`src/rtl/fp_pkg.sv`:
```
// Shared FP constants, field layout and scan FSM encoding for the FPU reducers.
// Purely declarative; no logic, no latency.
// No flow control of its own.
package fp_pkg;

    localparam int FP_W     = 32;
    localparam int SIGN_BIT = 31;
    localparam int EXP_MSB  = 30;
    localparam int EXP_LSB  = 23;
    localparam int MANT_MSB = 22;

    localparam logic [31:0] FP_CNAN     = 32'h7FC0_0000;
    localparam logic [31:0] FP_POS_ZERO = 32'h0000_0000;
    localparam logic [31:0] FP_NEG_ZERO = 32'h8000_0000;
    localparam logic [31:0] FP_POS_INF  = 32'h7F80_0000;
    localparam logic [31:0] FP_NEG_INF  = 32'hFF80_0000;

    // Scan FSM encoding
    localparam logic [1:0] ST_IDLE  = 2'd0;
    localparam logic [1:0] ST_FIRST = 2'd1;
    localparam logic [1:0] ST_SCAN  = 2'd2;
    localparam logic [1:0] ST_DONE  = 2'd3;

    typedef struct packed {
        logic        sign;
        logic [7:0]  exp;
        logic [22:0] mant;
    } fp32_t;

    function automatic logic fp_is_nan(input logic [31:0] x);
        return (&x[EXP_MSB:EXP_LSB]) && (|x[MANT_MSB:0]);
    endfunction

endpackage

```
`src/rtl/fp_order_cmp.sv`:
```
// Sign-aware IEEE-754 single-precision ordering of a against b.
// Combinational, zero latency.
// No flow control; NaN on b is never presented by the scanner.
module fp_order_cmp
    import fp_pkg::*;
(
    input  logic [31:0] a_i,
    input  logic [31:0] b_i,
    output logic        lt_o,
    output logic        gt_o,
    output logic        eq_o,
    output logic        a_nan_o
);

    fp32_t       a, b;
    logic [30:0] a_mag, b_mag;
    logic        both_zero, mag_lt, mag_gt;

    assign a         = a_i;
    assign b         = b_i;
    assign a_mag     = {a.exp, a.mant};
    assign b_mag     = {b.exp, b.mant};
    assign both_zero = (a_mag == '0) && (b_mag == '0);
    assign mag_lt    = a_mag < b_mag;
    assign mag_gt    = a_mag > b_mag;
    assign a_nan_o   = fp_is_nan(a_i);

    // Order by sign first; negatives reverse the magnitude ordering; +0 == -0
    always_comb begin
        lt_o = 1'b0;
        gt_o = 1'b0;
        eq_o = 1'b0;
        if (both_zero) begin
            eq_o = 1'b1;
        end else if (a.sign != b.sign) begin
            lt_o = a.sign;
            gt_o = b.sign;
        end else if (!a.sign) begin
            lt_o = mag_lt;
            gt_o = mag_gt;
            eq_o = !mag_lt && !mag_gt;
        end else begin
            lt_o = mag_gt;
            gt_o = mag_lt;
            eq_o = !mag_lt && !mag_gt;
        end
    end

endmodule

```
`src/rtl/fp_minmax_scan.sv`:
```
// Streaming min/max (with indices) over a burst of len FP32 operands.
// Start-to-done n+1 cycles for n back-to-back beats; done pulses one cycle after the last beat.
// in_ready_o is a registered state decode; in_valid_i bubbles stall without state change.
module fp_minmax_scan
    import fp_pkg::*;
#(
    parameter int W  = 32,
    parameter int CW = 8
) (
    input  logic          clk_i,
    input  logic          rst_i,
    input  logic          start_i,
    input  logic [CW-1:0] len_i,
    input  logic          in_valid_i,
    input  logic [W-1:0]  in_data_i,
    output logic          in_ready_o,
    output logic          busy_o,
    output logic          done_o,
    output logic [W-1:0]  min_out_o,
    output logic [W-1:0]  max_out_o,
    output logic [CW-1:0] min_idx_o,
    output logic [CW-1:0] max_idx_o,
    output logic          found_o,
    output logic          inv_o
);

    logic [1:0]    state_q, state_d;
    logic [CW-1:0] len_q, len_d, cnt_q, cnt_d;
    logic [W-1:0]  min_q, min_d, max_q, max_d;
    logic [CW-1:0] min_idx_q, min_idx_d, max_idx_q, max_idx_d;
    logic          found_q, found_d, inv_q, inv_d;

    logic mn_lt, mn_gt, mn_eq, beat_nan;
    logic mx_lt, mx_gt, mx_eq, mx_nan;
    logic cmp_unused;
    logic acc, last_beat;

    fp_order_cmp u_cmp_min (
        .a_i     (in_data_i),
        .b_i     (min_q),
        .lt_o    (mn_lt),
        .gt_o    (mn_gt),
        .eq_o    (mn_eq),
        .a_nan_o (beat_nan)
    );

    fp_order_cmp u_cmp_max (
        .a_i     (in_data_i),
        .b_i     (max_q),
        .lt_o    (mx_lt),
        .gt_o    (mx_gt),
        .eq_o    (mx_eq),
        .a_nan_o (mx_nan)
    );

    // Only min-side lt and max-side gt drive updates; ties keep the earlier index
    assign cmp_unused = &{1'b0, mn_gt, mn_eq, mx_lt, mx_eq, mx_nan};

    assign in_ready_o = (state_q == ST_FIRST) || (state_q == ST_SCAN);
    assign busy_o     = (state_q != ST_IDLE);
    assign done_o     = (state_q == ST_DONE);
    assign min_out_o  = min_q;
    assign max_out_o  = max_q;
    assign min_idx_o  = min_idx_q;
    assign max_idx_o  = max_idx_q;
    assign found_o    = found_q;
    assign inv_o      = inv_q;

    assign acc       = in_valid_i && in_ready_o;
    assign last_beat = (cnt_q == len_q - 1'b1);

    // Next-state: burst setup, per-beat seed/update, and canonical-NaN fill when nothing valid was seen
    always_comb begin
        state_d   = state_q;
        len_d     = len_q;
        cnt_d     = cnt_q;
        min_d     = min_q;
        max_d     = max_q;
        min_idx_d = min_idx_q;
        max_idx_d = max_idx_q;
        found_d   = found_q;
        inv_d     = inv_q;
        case (state_q)
            ST_IDLE: begin
                if (start_i) begin
                    found_d = 1'b0;
                    inv_d   = 1'b0;
                    if (len_i == '0) begin
                        state_d   = ST_DONE;
                        min_d     = FP_CNAN;
                        max_d     = FP_CNAN;
                        min_idx_d = '0;
                        max_idx_d = '0;
                    end else begin
                        state_d = ST_FIRST;
                        len_d   = len_i;
                        cnt_d   = '0;
                    end
                end
            end
            ST_FIRST, ST_SCAN: begin
                if (acc) begin
                    cnt_d = cnt_q + 1'b1;
                    if (beat_nan) begin
                        inv_d = 1'b1;
                    end else if (state_q == ST_FIRST) begin
                        state_d   = ST_SCAN;
                        found_d   = 1'b1;
                        min_d     = in_data_i;
                        max_d     = in_data_i;
                        min_idx_d = cnt_q;
                        max_idx_d = cnt_q;
                    end else begin
                        if (mn_lt) begin
                            min_d     = in_data_i;
                            min_idx_d = cnt_q;
                        end
                        if (mx_gt) begin
                            max_d     = in_data_i;
                            max_idx_d = cnt_q;
                        end
                    end
                    if (last_beat) begin
                        state_d = ST_DONE;
                        if (!found_d) begin
                            min_d     = FP_CNAN;
                            max_d     = FP_CNAN;
                            min_idx_d = '0;
                            max_idx_d = '0;
                        end
                    end
                end
            end
            default: state_d = ST_IDLE;
        endcase
    end

    // State registers with asynchronous abort
    always_ff @(posedge clk_i or posedge rst_i) begin
        if (rst_i) begin
            state_q   <= ST_IDLE;
            len_q     <= '0;
            cnt_q     <= '0;
            min_q     <= '0;
            max_q     <= '0;
            min_idx_q <= '0;
            max_idx_q <= '0;
            found_q   <= 1'b0;
            inv_q     <= 1'b0;
        end else begin
            state_q   <= state_d;
            len_q     <= len_d;
            cnt_q     <= cnt_d;
            min_q     <= min_d;
            max_q     <= max_d;
            min_idx_q <= min_idx_d;
            max_idx_q <= max_idx_d;
            found_q   <= found_d;
            inv_q     <= inv_d;
        end
    end

endmodule

```
`config.mk`:
```
export PLATFORM = sky130hd
export DESIGN_NAME = fp_minmax_scan
export DESIGN_NICKNAME = d
export VERILOG_FILES = /design/src/rtl/fp_pkg.sv /design/src/rtl/fp_order_cmp.sv /design/src/rtl/fp_minmax_scan.sv
export SDC_FILE = /design/constraint.sdc
export NUM_CORES = 1
export LEC_CHECK = 0
export CAP_MARGIN = 15
export CORE_MARGIN = 3
export CORE_UTILIZATION = 35
export CTS_CLUSTER_SIZE = 8
export DETAILED_ROUTE_END_ITERATION = 8
export SLEW_MARGIN = 20
export SYNTH_ARGS = -nofsm -noshare
export SYNTH_HDL_FRONTEND = slang
export SYNTH_SLANG_ARGS = --single-unit
```
`constraint.sdc`:
```
create_clock -name clk_i -period 4.4 [get_ports clk_i]
set_input_delay 0.88 -clock clk_i [delete_from_list [all_inputs] [get_ports clk_i]]
set_output_delay 0.88 -clock clk_i [all_outputs]
set_load 0.03 [all_outputs]
```
==> results of run 1 <==
[area by class of cell]
type                    count  area, um^2
repair buffers            143        1420
fillers                  1581        8850
inverters                  75         284
flip-flops and latches    100        2500
multi-input cells         416        3220
clock inverters             3        21.3
well taps                 220         275
clock buffers              13         250
[through the flow]
stage,utilization,cells
floorplan,-,611
global placement,0.458,954
detailed placement,0.458,954
CTS,0.474,970
global route,0.474,970
finish,0.474,970
[cell usage in the layout (no fill, tap or decap), types with 8 or more instances in the layout]
| cell | instances |
|---|---|
| nor4_1 | 26 |
| o21ai_0 | 14 |
| nand4_1 | 22 |
| a22o_1 | 64 |
| buf_4 | 13 |
| nor3_1 | 8 |
| nand2_1 | 28 |
| clkdlybuf4s50_1 | 128 |
| ha_1 | 67 |
| nand3_1 | 9 |
| clkbuf_16 | 9 |
| nor2_1 | 43 |
| a21oi_1 | 29 |
| mux2i_1 | 21 |
| inv_1 | 74 |
| xor2_1 | 10 |
| dfrtp_1 | 100 |
[state kept, by name, summed over array words and instances, names as in the netlist]
name	count
min_out_o	32
found_o	1
inv_o	1
max_out_o	32
cnt_q	8
min_idx_o	8
len_q	8
max_idx_o	8
state_q	2
[cells by family (layout without fill, tap and decap cells)]
family / count (synthesis) / after routing
XOR/XNOR: 16 / 16
AND/OR/NAND/NOR: 160 / 160
flip-flops: 100 / 100
adder cells (fa/ha/maj): 67 / 67
buffers and inverters: 95 / 234
AO/OA/AOI/OAI: 146 / 146
multiplexers: 27 / 27
[worst max-delay path by stage]
stage,end,slack [ns],cells after the start
6_report,max_idx_o[2],0.65,12
5_1_grt,min_out_o[6],0.50,11
4_1_cts,min_out_o[6],0.67,11
3_5_place_dp,min_idx_o[3],0.30,11
3_3_place_gp,max_idx_o[0],0.31,12
2_1_floorplan,cnt_q[0],0.90,1
[layer usage]
metal / up-vias / global-route usage / routed length (um)
met1: 2615 / 0.273 / 8720
met5: - / 0 / 0
met4: 0 / 0.0567 / 326
met3: 23 / 0.0456 / 1030
li1: 2518 / - / -
met2: 147 / 0.302 / 8390
[cells in the mapped netlist (all sizes together)]
| master | instances |
|---|---|
| and2b | 1 |
| nand4b | 3 |
| o21ai | 16 |
| or4b | 1 |
| and2 | 3 |
| nand3 | 9 |
| nand3b | 2 |
| nor4 | 26 |
| nand2b | 1 |
| a31oi | 2 |
| inv | 75 |
| a21boi | 1 |
| a211oi | 7 |
| a21oi | 31 |
| a21o | 2 |
| a221o | 1 |
| clkbuf | 4 |
| o211ai | 3 |
| o221ai | 1 |
| o21a | 6 |
| a221oi | 6 |
| nor3 | 8 |
| nand2 | 28 |
| a22o | 64 |
| xor2 | 10 |
| dfrtp | 100 |
| o41ai | 1 |
| o311ai | 1 |
| and3 | 3 |
| and4 | 2 |
| nor2 | 46 |
| buf | 16 |
| nor3b | 1 |
| o31ai | 4 |
| or4 | 3 |
| nand4 | 22 |
| mux2 | 6 |
| or3 | 1 |
| xnor2 | 6 |
| ha | 67 |
| mux2i | 21 |
[power by group through the flow]
stage          Combinational (uW)  Sequential (uW)  Clock, uW
2_1_floorplan                1550             1710          0
3_3_place_gp                 2620             1480          0
3_5_place_dp                 2710             1480          0
4_1_cts                      2720             1470        777
5_1_grt                      2960             1500        813
6_report                     2710             1470        758
==> key figures, run 1 <==
Run status
  • Status: completed

Cells and area
  • Number of diodes: 0
  • Layout cells sized above 1: 0.0627
  • Design Area, Final: 7970 um^2
  • Area growth, synth to finish: 30.4%
  • Final nets: about 860

GRT
  • Vias in the first global route: 5,425
  • GR Overflow Total: 0
  • Largest net degree at the start of global routing: 41
  • First-pass GRT wire length: approximately 30,000 um
  • GRT Total Usage: 0.195
  • Initial antenna violation count: 0

Logic synthesis
  • Post-synth top area share: 0.410
  • Top cells by area, synth: dfrtp_1 (41%), ha_1 (14%), a22o_1 (9.2%)
  • Total nets after synthesis: around 720
  • Sequential area share after synthesis: 0.410
  • Multiplexer area fraction after synthesis: 0.0455
  • Syn Inst Count: 611
  • Synth cell types: 50
  • #FFs+latches synth: 100
  • Xor-xnor portion of the synthesized cell area: 0.0229
  • Yosys top cell by area: dfrtp_1
  • Compound-gate portion of the synthesized area: 0.178
  • Largest family of logic cells by synthesized area: compound AO/OA/AOI/OAI gates
  • Adder-cell share of the synthesized area: 0.137
  • Simple-gate share of the synthesized area: 0.139
  • Synth warn: 0
  • Synthesized cell area: between 6000 and 7000 um^2
  • Avg Inst Size Synth: 10.0 um^2

Critical path
  • CP Max Fanout: 24
  • Cell Chain, Critical Path: clkdlybuf4s50_1, ha_1, nand4_1, nor4_1, buf_4, nand4_1, o41ai_1, nor2_1, o21a_1, a21oi_2, buf_4, a22o_1
  • CP required: 4.69 ns
  • CP endpoint kind: flop
  • Crit-path max cell delay: 0.54 ns
  • Crit path kind: in2reg
  • Critical Path AT: 4.05 ns
  • FF-to-FF Start: max_out_o[29]
  • Buf/Inv on CP: 3
  • Worst setup path start: in_data_i[30]
  • R2r endpoint: max_idx_o[2]
  • Crit-path slowest cell: clkdlybuf4s50_1
  • Worst R2R Path Depth: 12
  • Startpoint types: input port
  • CP delay by family, top: buffers and inverters
  • Reg2reg setup slack: between 1 and 1.5 ns

Clock network
  • Root buf cell: clkbuf_16
  • Post-CTS setup buffer count: 0
  • Worst skew pair latency: 0.36 ns
  • CTS tree: done
  • Clk slew on worst S/H paths: around 0.07 ns
  • Num CTS Buffers: 9
  • Post-CTS sizing: 0
  • # clock sinks: 100
  • H-tree depth: 3
  • CTS Buffer Depth: 2
  • Hold_buf cts: 0

Floorplanning
  • Die Ht: 138 um
  • Core footprint: 16,800 um^2
  • Die area: 19,100 um^2
  • Rows: 47
  • Horiz. Die Dim: 138 um
  • I/O Pins: 129
  • Starting density of the core: 0.363

Power and ir drop
  • Switching share of power: 0.458
  • Power, Total: 4930 uW
  • Comb pwr share: 0.549
  • Pwr Density: 619 nW/um^2
  • Sequential power share: 0.297
  • Net switching power: 2260 uW
  • Leak Pwr: approximately 0.0035 uW
  • Internal: 2670 uW
  • VDD IR max: 0.298 mV
  • Share of power burned in the clock network: 0.154

Timing
  • Hold_ws: 0.498 ns
  • Slew margin rel.: 0.544
  • Worst Max-Slew Pin Slew: 0.679 ns
  • Final setup fails: 0
  • Final slew viol count: 0
  • Hold Vio Cnt, Final: 0
  • RSZ-0062 raised after global routing: false
  • Final TNS setup: 0 ns
  • Min Tclk post-route: roughly 3.8 ns
  • Max Freq: 0.266 GHz
  • Worst setup margin: ~0.65 ns
  • Clk_skew: around 0.007 ns
  • Final worst-path cycle share: 0.853

Worst hold path
  • Min-delay worst type: reg2reg
  • Min-delay src: max_idx_o[0]
  • Hold EP: max_idx_o[0]
  • Hold Path Cell Cnt: 1

Route
  • First-pass DRT Iterations: 5
  • Initial drt markers: 303
  • DRC Markers: 0
  • Post-DRT Antenna Nets: 0
  • Drt total wl: 18,500 um
  • Post-DR vias/cell: 5.47
  • DR WL/cell: 19.0 um
  • Via count: 5,303

Placement
  • Post-DP Area: 7700 um^2
  • Pre-CTS setup slack: 0.296 ns
  • PortBufs: 128
  • GP Congestion: between 0.8 and 0.9
  • Post-DP HPWL: 14,300 um

Flow run
  • Total of max-cap violations: 0
(Power assumes the default switching activity.)
==> run 2: changes to the inputs <==
--- a/config.mk
+++ b/config.mk
@@ -5,6 +5,7 @@
 export SDC_FILE = /design/constraint.sdc
 export NUM_CORES = 1
 export LEC_CHECK = 0
+export ABC_CLOCK_PERIOD_IN_PS = 4000
 export CAP_MARGIN = 15
 export CORE_MARGIN = 3
 export CORE_UTILIZATION = 35
==> constraint.sdc (replaced) <==
create_clock -name clk_i -period 4 [get_ports clk_i]
set_input_delay 0.8 -clock clk_i [delete_from_list [all_inputs] [get_ports clk_i]]
set_output_delay 0.8 -clock clk_i [all_outputs]
set_load 0.03 [all_outputs]
==> run 2 against run 1 <==
  * Global-route usage is essentially flat
  * Wire length grew 2.3%
  * Non-clock buffer count grew 34
  * Register-to-register slack lost 0.41 ns
  * Combinational power grew 16%
  * Sequential power grew 9.5%
  * Setup slack lost 0.25 ns
  * Cell count grew 3.3%
  * Sequential cell count is the same
  * Hold slack gained 0.00098 ns
  * Clock power grew 4.9%
  * Count of clock-buffer cells in the layout shrank 1
==> key figures, run 2 (same netlist as run 1, synthesis figures left out) <==
Route
  • Via count: 5,499 (was 5,303)
  • First-pass DRT Iterations: 4 (was 5)
  • DRC Markers: 0 (unchanged)
  • Post-DR vias/cell: 5.49 (was 5.47)
  • DR WL/cell: 18.8 um (was 19.0 um)
  • Drt total wl: 18,900 um (was 18,500 um)
  • Initial drt markers: 286 (was 303)
  • Post-DRT Antenna Nets: 0 (unchanged)

Floorplanning
  • Starting density of the core: 0.363 (unchanged)
  • Rows: 47 (unchanged)
  • Core footprint: 16,800 um^2 (unchanged)
  • Die area: 19,100 um^2 (unchanged)
  • Horiz. Die Dim: 138 um (unchanged)
  • Die Ht: 138 um (unchanged)
  • I/O Pins: 129 (unchanged)

Run status
  • Status: completed (unchanged)

Critical path
  • CP Max Fanout: 11 (was 24)
  • CP endpoint kind: flop (unchanged)
  • CP required: 4.29 ns (was 4.69 ns)
  • FF-to-FF Start: min_out_o[22] (was max_out_o[29])
  • R2r endpoint: min_out_o[11] (was max_idx_o[2])
  • Critical Path AT: 3.89 ns (was 4.05 ns)
  • Worst R2R Path Depth: 12 (unchanged)
  • Reg2reg setup slack: 0.87 ns (was 1.28 ns)
  • Startpoint types: input port (unchanged)
  • Crit path kind: in2reg (unchanged)

Power and ir drop
  • Net switching power: 2500 uW (was 2260 uW)
  • Pwr Density: 673 nW/um^2 (was 619 nW/um^2)
  • Leak Pwr: 0.00370 uW (was 0.00352 uW)
  • VDD IR max: 0.330 mV (was 0.298 mV)
  • Sequential power share: 0.291 (was 0.297)
  • Comb pwr share: 0.566 (was 0.549)
  • Internal: 3050 uW (was 2670 uW)
  • Switching share of power: 0.450 (was 0.458)
  • Share of power burned in the clock network: 0.143 (was 0.154)

Placement
  • GP Congestion: 0.914 (was 0.896)
  • Pre-CTS setup slack: 0.0494 ns (was 0.296 ns)
  • Post-DP HPWL: 14,700 um (was 14,300 um)
  • PortBufs: 128 (unchanged)

GRT
  • Largest net degree at the start of global routing: 57 (was 41)
  • Vias in the first global route: 5,672 (was 5,425)
  • GR Overflow Total: 0 (unchanged)
  • GRT Total Usage: 0.195 (about the same)
  • Initial antenna violation count: 0 (unchanged)
  • First-pass GRT wire length: 30,500 um (was 30,000 um)

Clock network
  • Post-CTS setup buffer count: 0 (unchanged)
  • Num CTS Buffers: 9 (unchanged)
  • Hold_buf cts: 0 (unchanged)
  • Post-CTS sizing: 0 (unchanged)
  • H-tree depth: 3 (unchanged)
  • # clock sinks: 100 (unchanged)
  • Clk slew on worst S/H paths: 0.07 ns (about the same)
  • CTS Buffer Depth: 2 (unchanged)
  • Worst skew pair latency: 0.35 ns (was 0.36 ns)
  • CTS tree: done (unchanged)
  • Root buf cell: clkbuf_16 (unchanged)

Worst hold path
  • Min-delay worst type: reg2reg (unchanged)
  • Min-delay src: max_idx_o[4] (was max_idx_o[0])
  • Hold Path Cell Cnt: 1 (unchanged)
  • Hold EP: max_idx_o[4] (was max_idx_o[0])

Timing
  • RSZ-0062 raised after global routing: false (unchanged)
  • Final TNS setup: 0 ns (unchanged)
  • Worst setup margin: 0.399 ns (was 0.646 ns)
  • Hold Vio Cnt, Final: 0 (unchanged)
  • Worst Max-Slew Pin Slew: 0.709 ns (was 0.679 ns)
  • Hold_ws: 0.499 ns (was 0.498 ns)
  • Final slew viol count: 0 (unchanged)
  • Max Freq: 0.278 GHz
  • Clk_skew: 0.00886 ns (was 0.00700 ns)
  • Min Tclk post-route: approximately 3.6 ns
  • Final setup fails: 0 (unchanged)
  • Slew margin rel.: 0.527 (was 0.544)
  • Final worst-path cycle share: 0.900

Cells and area
  • Most common cell after layout, fill and taps aside: clkdlybuf4s50_1 (unchanged)
  • Final nets: 890 (was 856)
  • Commonest cells after routing, fill and taps aside: clkdlybuf4s50_1 (128), dfrtp_1 (100), inv_1 (74) (unchanged)
  • Fillers: 1,600 (was 1,581)
  • Number of diodes: 0 (unchanged)
  • Layout cells sized above 1: 0.101 (was 0.0627)
  • Area growth, synth to finish: 35.0% (was 30.4%)

Flow run
  • Total of max-cap violations: 0 (unchanged)
==> run 2: final cells by class <==
cell class	instances	area [um^2]	area share
sequential	100	2500	0.303
tap	220	275	0.0334
clock inverter	2	13.8	0.00167
timing repair buffer	177	1720	0.209
clock buffer	12	236	0.0287
multi-input combinational	416	3220	0.390
inverter	75	284	0.0344
==> run 2: how the worst max path moves through the flow <==
stage	start	endpoint	slack, ns	cells after the start
after floorplan	rst_i	cnt_q[0]	0.58	1
after global placement	in_data_i[25]	min_out_o[18]	0.08	12
after detailed placement	in_data_i[10]	min_out_o[11]	0.05	11
after CTS	in_data_i[22]	min_out_o[11]	0.41	12
after global routing	in_data_i[18]	min_out_o[11]	0.20	11
final	in_data_i[10]	min_out_o[11]	0.40	11
==> run 2: power groups by stage <==
stage | Clock, uW | Combinational, uW | Sequential (uW)
5_1_grt | 845 | 3400 | 1660
3_5_place_dp | 0 | 3140 | 1630
2_1_floorplan | 0 | 1710 | 1880
4_1_cts | 813 | 3160 | 1610
3_3_place_gp | 0 | 3060 | 1620
6_report | 795 | 3140 | 1610
==> run 2: per-layer routing <==
metal  share of wire  vias up  track usage
met5               0        -            0
met4           0.018        0       0.0603
met3           0.046       23       0.0342
met2            0.47      154        0.315
met1            0.47     2742        0.269
li1                -     2580            -
==> run 2: per-stage QoR <==
step	total power (uW)	cell area [um^2]	utilization	cells
5_1_grt	5900	8250	0.491	1002
3_5_place_dp	4770	8000	0.476	988
3_3_place_gp	4680	8000	0.476	988
2_1_floorplan	3590	6110	-	611
4_1_cts	5580	8250	0.491	1002
6_report	5550	8250	0.491	1002
==> run 2: critical path, cell delays in order <==
cell and delay (ns):
clkdlybuf4s50_1 0.44, ha_1 0.34, a21oi_1 0.12, o21ai_0 0.10, a221oi_1 0.37, o31ai_1 0.21
a22o_1 0.23, or4b_1 0.57, a211oi_4 0.32, buf_4 0.24, a22o_1 0.15
